<file path="config.mk">
export PLATFORM = sky130hd
export DESIGN_NAME = gf_vec_add_ctrl
export DESIGN_NICKNAME = d
export VERILOG_FILES = /design/src/rtl/gf_vec_add_ctrl.sv
export SDC_FILE = /design/constraint.sdc
export NUM_CORES = 1
export LEC_CHECK = 0
export CORE_ASPECT_RATIO = 1.5
export CORE_MARGIN = 3
export CORE_UTILIZATION = 44
export DETAILED_ROUTE_END_ITERATION = 6
export HOLD_SLACK_MARGIN = 0.05
export PLACE_DENSITY = 0.79
export SLEW_MARGIN = 20
export SYNTH_ARGS = -nofsm -noshare
export SYNTH_HDL_FRONTEND = slang
export SYNTH_SLANG_ARGS = --single-unit
</file>
<file path="constraint.sdc">
create_clock -name i_clk -period 1.6 [get_ports i_clk]
set_input_delay 0.24 -clock i_clk [delete_from_list [all_inputs] [get_ports i_clk]]
set_output_delay 0.24 -clock i_clk [all_outputs]
set_load 0.02 [all_outputs]
</file>
<file path="src/rtl/gf_vec_add_ctrl.sv">
// Element-wise GF(2^WIDTH) vector adder sequencer (C = A xor B) driving a gf_add core.
// Optional runtime length port i_len is enabled by defining GF_VEC_ADD_LEN_EN.

module gf_add #(
  parameter int WIDTH   = 8,
  parameter int REG_IN  = 1,
  parameter int REG_OUT = 1
) (
  input  logic             i_clk,
  input  logic             i_rst,
  input  logic             i_start,
  input  logic [WIDTH-1:0] i_a,
  input  logic [WIDTH-1:0] i_b,
  output logic [WIDTH-1:0] o_c,
  output logic             o_done
);

  logic [WIDTH-1:0] a_q, b_q;
  logic             s_q;

  generate
    if (REG_IN != 0) begin : g_in_reg
      // Data registers are intentionally not reset; only the strobe is.
      always_ff @(posedge i_clk) begin
        a_q <= i_a;
        b_q <= i_b;
      end
      always_ff @(posedge i_clk) begin
        if (i_rst) s_q <= 1'b0;
        else       s_q <= i_start;
      end
    end else begin : g_in_comb
      assign a_q = i_a;
      assign b_q = i_b;
      assign s_q = i_start;
    end

    if (REG_OUT != 0) begin : g_out_reg
      always_ff @(posedge i_clk) begin
        o_c <= a_q ^ b_q;
      end
      always_ff @(posedge i_clk) begin
        if (i_rst) o_done <= 1'b0;
        else       o_done <= s_q;
      end
    end else begin : g_out_comb
      assign o_c    = a_q ^ b_q;
      assign o_done = s_q;
    end
  endgenerate

endmodule

module gf_vec_add_ctrl #(
  parameter int WIDTH  = 8,
  parameter int N_ELEM = 16,
  parameter int ADDR_W = (N_ELEM > 1) ? $clog2(N_ELEM) : 1
) (
  input  logic              i_clk,
  input  logic              i_rst,
  input  logic              i_start,
`ifdef GF_VEC_ADD_LEN_EN
  input  logic [ADDR_W:0]   i_len,
`endif
  output logic              o_busy,
  output logic              o_done,
  output logic              o_ab_en,
  output logic [ADDR_W-1:0] o_ab_addr,
  input  logic [WIDTH-1:0]  i_a_data,
  input  logic [WIDTH-1:0]  i_b_data,
  output logic              o_c_we,
  output logic [ADDR_W-1:0] o_c_addr,
  output logic [WIDTH-1:0]  o_c_data
);

  localparam int LEN_W = ADDR_W + 1;
  localparam logic [LEN_W-1:0] N_L = LEN_W'(N_ELEM);

  typedef enum logic [1:0] {IDLE, RUN, DRAIN, DONE} state_t;

  state_t           state;
  logic [LEN_W-1:0] len_q, len_eff, rd_idx, wr_idx;
  logic [2:0]       vld;
  logic             unused_adder_done;

  always_comb begin
    len_eff = N_L;
`ifdef GF_VEC_ADD_LEN_EN
    if (i_len <= N_L) len_eff = i_len;
`endif
  end

  assign o_c_we = vld[2];

  always_ff @(posedge i_clk) begin
    if (i_rst) begin
      state     <= IDLE;
      len_q     <= '0;
      rd_idx    <= '0;
      wr_idx    <= '0;
      vld       <= '0;
      o_busy    <= 1'b0;
      o_done    <= 1'b0;
      o_ab_en   <= 1'b0;
      o_ab_addr <= '0;
      o_c_addr  <= '0;
    end else begin
      vld <= {vld[1:0], o_ab_en};
      // Address is loaded one cycle ahead so it lines up with the write strobe.
      if (vld[1]) begin
        o_c_addr <= wr_idx[ADDR_W-1:0];
        wr_idx   <= wr_idx + 1'b1;
      end
      case (state)
        IDLE: begin
          if (i_start) begin
            len_q  <= len_eff;
            wr_idx <= '0;
            if (len_eff == '0) begin
              state  <= DONE;
              o_done <= 1'b1;
            end else begin
              state     <= RUN;
              o_busy    <= 1'b1;
              o_ab_en   <= 1'b1;
              o_ab_addr <= '0;
              rd_idx    <= LEN_W'(1);
            end
          end
        end
        RUN: begin
          if (rd_idx == len_q) begin
            o_ab_en <= 1'b0;
            state   <= DRAIN;
          end else begin
            o_ab_addr <= rd_idx[ADDR_W-1:0];
            rd_idx    <= rd_idx + 1'b1;
          end
        end
        DRAIN: begin
          if (wr_idx == len_q) begin
            state  <= DONE;
            o_busy <= 1'b0;
            o_done <= 1'b1;
          end
        end
        DONE: begin
          o_done <= 1'b0;
          state  <= IDLE;
        end
        default: state <= IDLE;
      endcase
    end
  end

  gf_add #(
    .WIDTH  (WIDTH),
    .REG_IN (1),
    .REG_OUT(1)
  ) u_add (
    .i_clk  (i_clk),
    .i_rst  (i_rst),
    .i_start(vld[0]),
    .i_a    (i_a_data),
    .i_b    (i_b_data),
    .o_c    (o_c_data),
    .o_done (unused_adder_done)
  );

endmodule

</file>
==> impl_metrics.tcl <==
set metrics [dict create \
    track_usage 0.157 \
    rows 27 \
    ys_ff_latch 51 \
    synth_top_cell_by_area "dfxtp_1" \
    postSynthAreaPerCell_um2 11.0 \
    synth_top_cells_by_count "dfxtp_1 (51), nor2_1 (19), xor2_1 (12)" \
    first_pass_iters 4 \
    cts_root_buffer "clkbuf_8" \
    worst_hold_path_type "in -> reg" \
    cts.path.max_buffers 2 \
    grt_pass1_wl_um 5930 \
    ys.flop_type "dfxtp_1" \
    final_cell_area_mm2 0.00253 \
    antenna_cells 0 \
    fp.dieH_um 84.5 \
    dpl.hpwl_um 2590 \
    synth_cell_types 34 \
    setup_tns_ps -88.5 \
    fin_crit_ps 1650 \
    max_freq_ghz 0.608 \
    cts.sinks 51 \
    gp_congestion 0.762 \
    crit_path_start_kind "flop" \
    relSlewSlack 0.699 \
    placed_area_mm2 0.00235 \
    syn-num-nets 192 \
    final_nets 251 \
    drcViolationCount 0 \
    drv_slew 0 \
    ir_drop_mv 1.21 \
    cp_max_fo 3 \
    timing.final.crit_share 1.03 \
    gr-total-overflow 0 \
    yosysSeqAreaShare 0.565 \
    hold_viol_final 0 \
    failed_checks "negative setup slack" \
    crit_arrival_ps 1880 \
    worst_hold_slack_ps 368 \
    numCtsBuffers 5 \
    drive_above_1_share 0.200 \
    ant_nets 0 \
    antenna_found_initial 0 \
    die-area_mm2 0.00493 \
    netlist_top_cells_area "dfxtp_1 (56%), xor2_1 (5.8%), ha_1 (5.5%)" \
    fin_ws_ps -45.4 \
    die_w_um 58.3 \
    finalSetupViolations 4 \
    synth_area_mm2 0.00181 \
    cts_tree "yes" \
    cp_num_buf_inv 1 \
    min-delay-start "i_b_data[4]" \
    synth_edf_count 0 \
    r2r_cells 6 \
    min_path_cells 1 \
    leakagePower_uw 0.00102 \
    fin_worst_skew_ps 4.93 \
    wl_per_cell_um 12.8 \
    path_clk_slew_ps 100 \
    status "finished with violations" \
    slowest_delay_ps 400 \
    cap_violations 0 \
    worstMarginPinSlew_ps 450 \
    first_global_vias 1301 \
    ys_async_sr_fraction 0 \
    path_class "reg -> reg" \
    end_kind "flop" \
    drt_iter0_drc 42 \
    yosys.area.top_type_share 0.565 \
    portBuffers 38 \
    start_util 0.474 \
    vias 1336 \
    ios 39 \
    ys_warn_count 0 \
    yosysMostFrequentCell "dfxtp_1" \
    avgViaCountPerCell 4.99 \
    grt_max_degree 20 \
    cpMaxStageDelayCell "or3b_4" \
    wl_um 3420 \
    dp_slack_ps -98.1 \
    holdPathEnd "u_add.b_q[4]" \
    clock_latency_ps 300 \
    worstReg2RegStart "rd_idx[0]" \
    cp.required_ps 1840 \
    h-tree-depth 2 \
    syn_inst 165 \
    area_growth_pct 40.0 \
    core_mm2 0.00382 \
    rsz0062_at_grt "yes" \
    path_delay_family "simple AND/OR/NAND/NOR gates" \
    pwr_density_cell_mw_per_mm2 1350 \
    cp.depth 6 \
    rr_endpoint "state[1]" \
    rrSetupSlack_ps -50 \
    crit_path_cell_trace "inv_2 -> ha_4 -> or3b_4 -> and2_4 -> a2111oi_4 -> mux2i_1" \
    critPathLaunch "rd_idx[0]" \
]
## placed cells by master, fill, tap and decap left out, drive strengths merged, types with 3 or more instances in the layout
cell type      count
xor2              12
inv                9
dfxtp             51
mux2i              7
clkdlybuf4s50     38
xnor2              3
nor2              19
nand2b             3
ha                 8
a21o               3
nand3              4
buf               20
nor2b              4
a22o               5
a21oi              7
nand2              4
clkbuf             5
## layout make-up
type	instances	area, µm²
fillers	303	1290
flip-flops and latches	51	1020
multi-input cells	101	795
repair buffers	58	531
clock buffers	5	68.8
well taps	43	53.8
clock inverters	3	33.8
inverters	7	26.3
## kinds of logic after synthesis
logic type      count (synthesis)  share of synthesized area
compound gates                 24                      0.106
xor+xnor                       15                     0.0727
fa+ha+maj                       8                     0.0554
buf+inv                        13                     0.0277
flops                          51                      0.565
mux                             7                     0.0388
simple gates                   47                      0.135
## worst reg2reg max path, cell delays in order, from the launching register on
cell and delay, ps:
dfxtp_2 340, inv_2 80, ha_4 130, or3b_4 400, and2_4 190, a2111oi_4 250
mux2i_1 210
## flip-flops by register name (all words and copies together), names as in the netlist
register	cells
u_add.a_q	8
o_busy	1
o_c_addr	4
state	2
o_done	1
o_ab_en	1
u_add.o_c	8
rd_idx	5
wr_idx	5
vld	3
len_q	1
o_ab_addr	4
u_add.b_q	8
## worst max-delay path by stage
stage | to | slack (ps)
CTS | state[1] | -50
global placement | o_ab_addr[2] | -40
finish | state[1] | -50
global route | state[1] | -120
floorplan | o_ab_addr[2] | 10
detailed placement | o_ab_addr[2] | -100
## where the power goes
part           leakage, µW  internal (µW)  switching, µW  total, µW
clock network    0.0000519            332            454        787
registers         0.000422           1400           89.8       1490
logic             0.000546            597            553       1150
## through the flow
| stage | util | power [µW] | cells |
|---|---|---|---|
| 2_1_floorplan | - | 2140 | 165 |
| 3_3_place_gp | 0.615 | 2520 | 257 |
| 3_5_place_dp | 0.615 | 2540 | 257 |
| 4_1_cts | 0.649 | 3370 | 265 |
| 5_1_grt | 0.663 | 3660 | 268 |
| 6_report | 0.663 | 3430 | 268 |
## metal layers
layer  GRT usage  wire [µm]  vias to the layer above
li1            -          -                      672
met1       0.161       1260                      628
met2       0.285       1950                       30
met3      0.0431        136                        6
met4      0.0675         68                        0
met5           0          0                        -
## repair_timing
action / 4_1_cts / 5_1_grt
gates resized for setup: 5 / 9
hold buffers: 0 / 0
buffers inserted: 0 / 3
pin swaps: 0 / 11
endpoints found under the setup margin: 8 / 11
endpoints found under the hold margin: 0 / 0
Note: power is estimated with default switching activity, not from simulation.
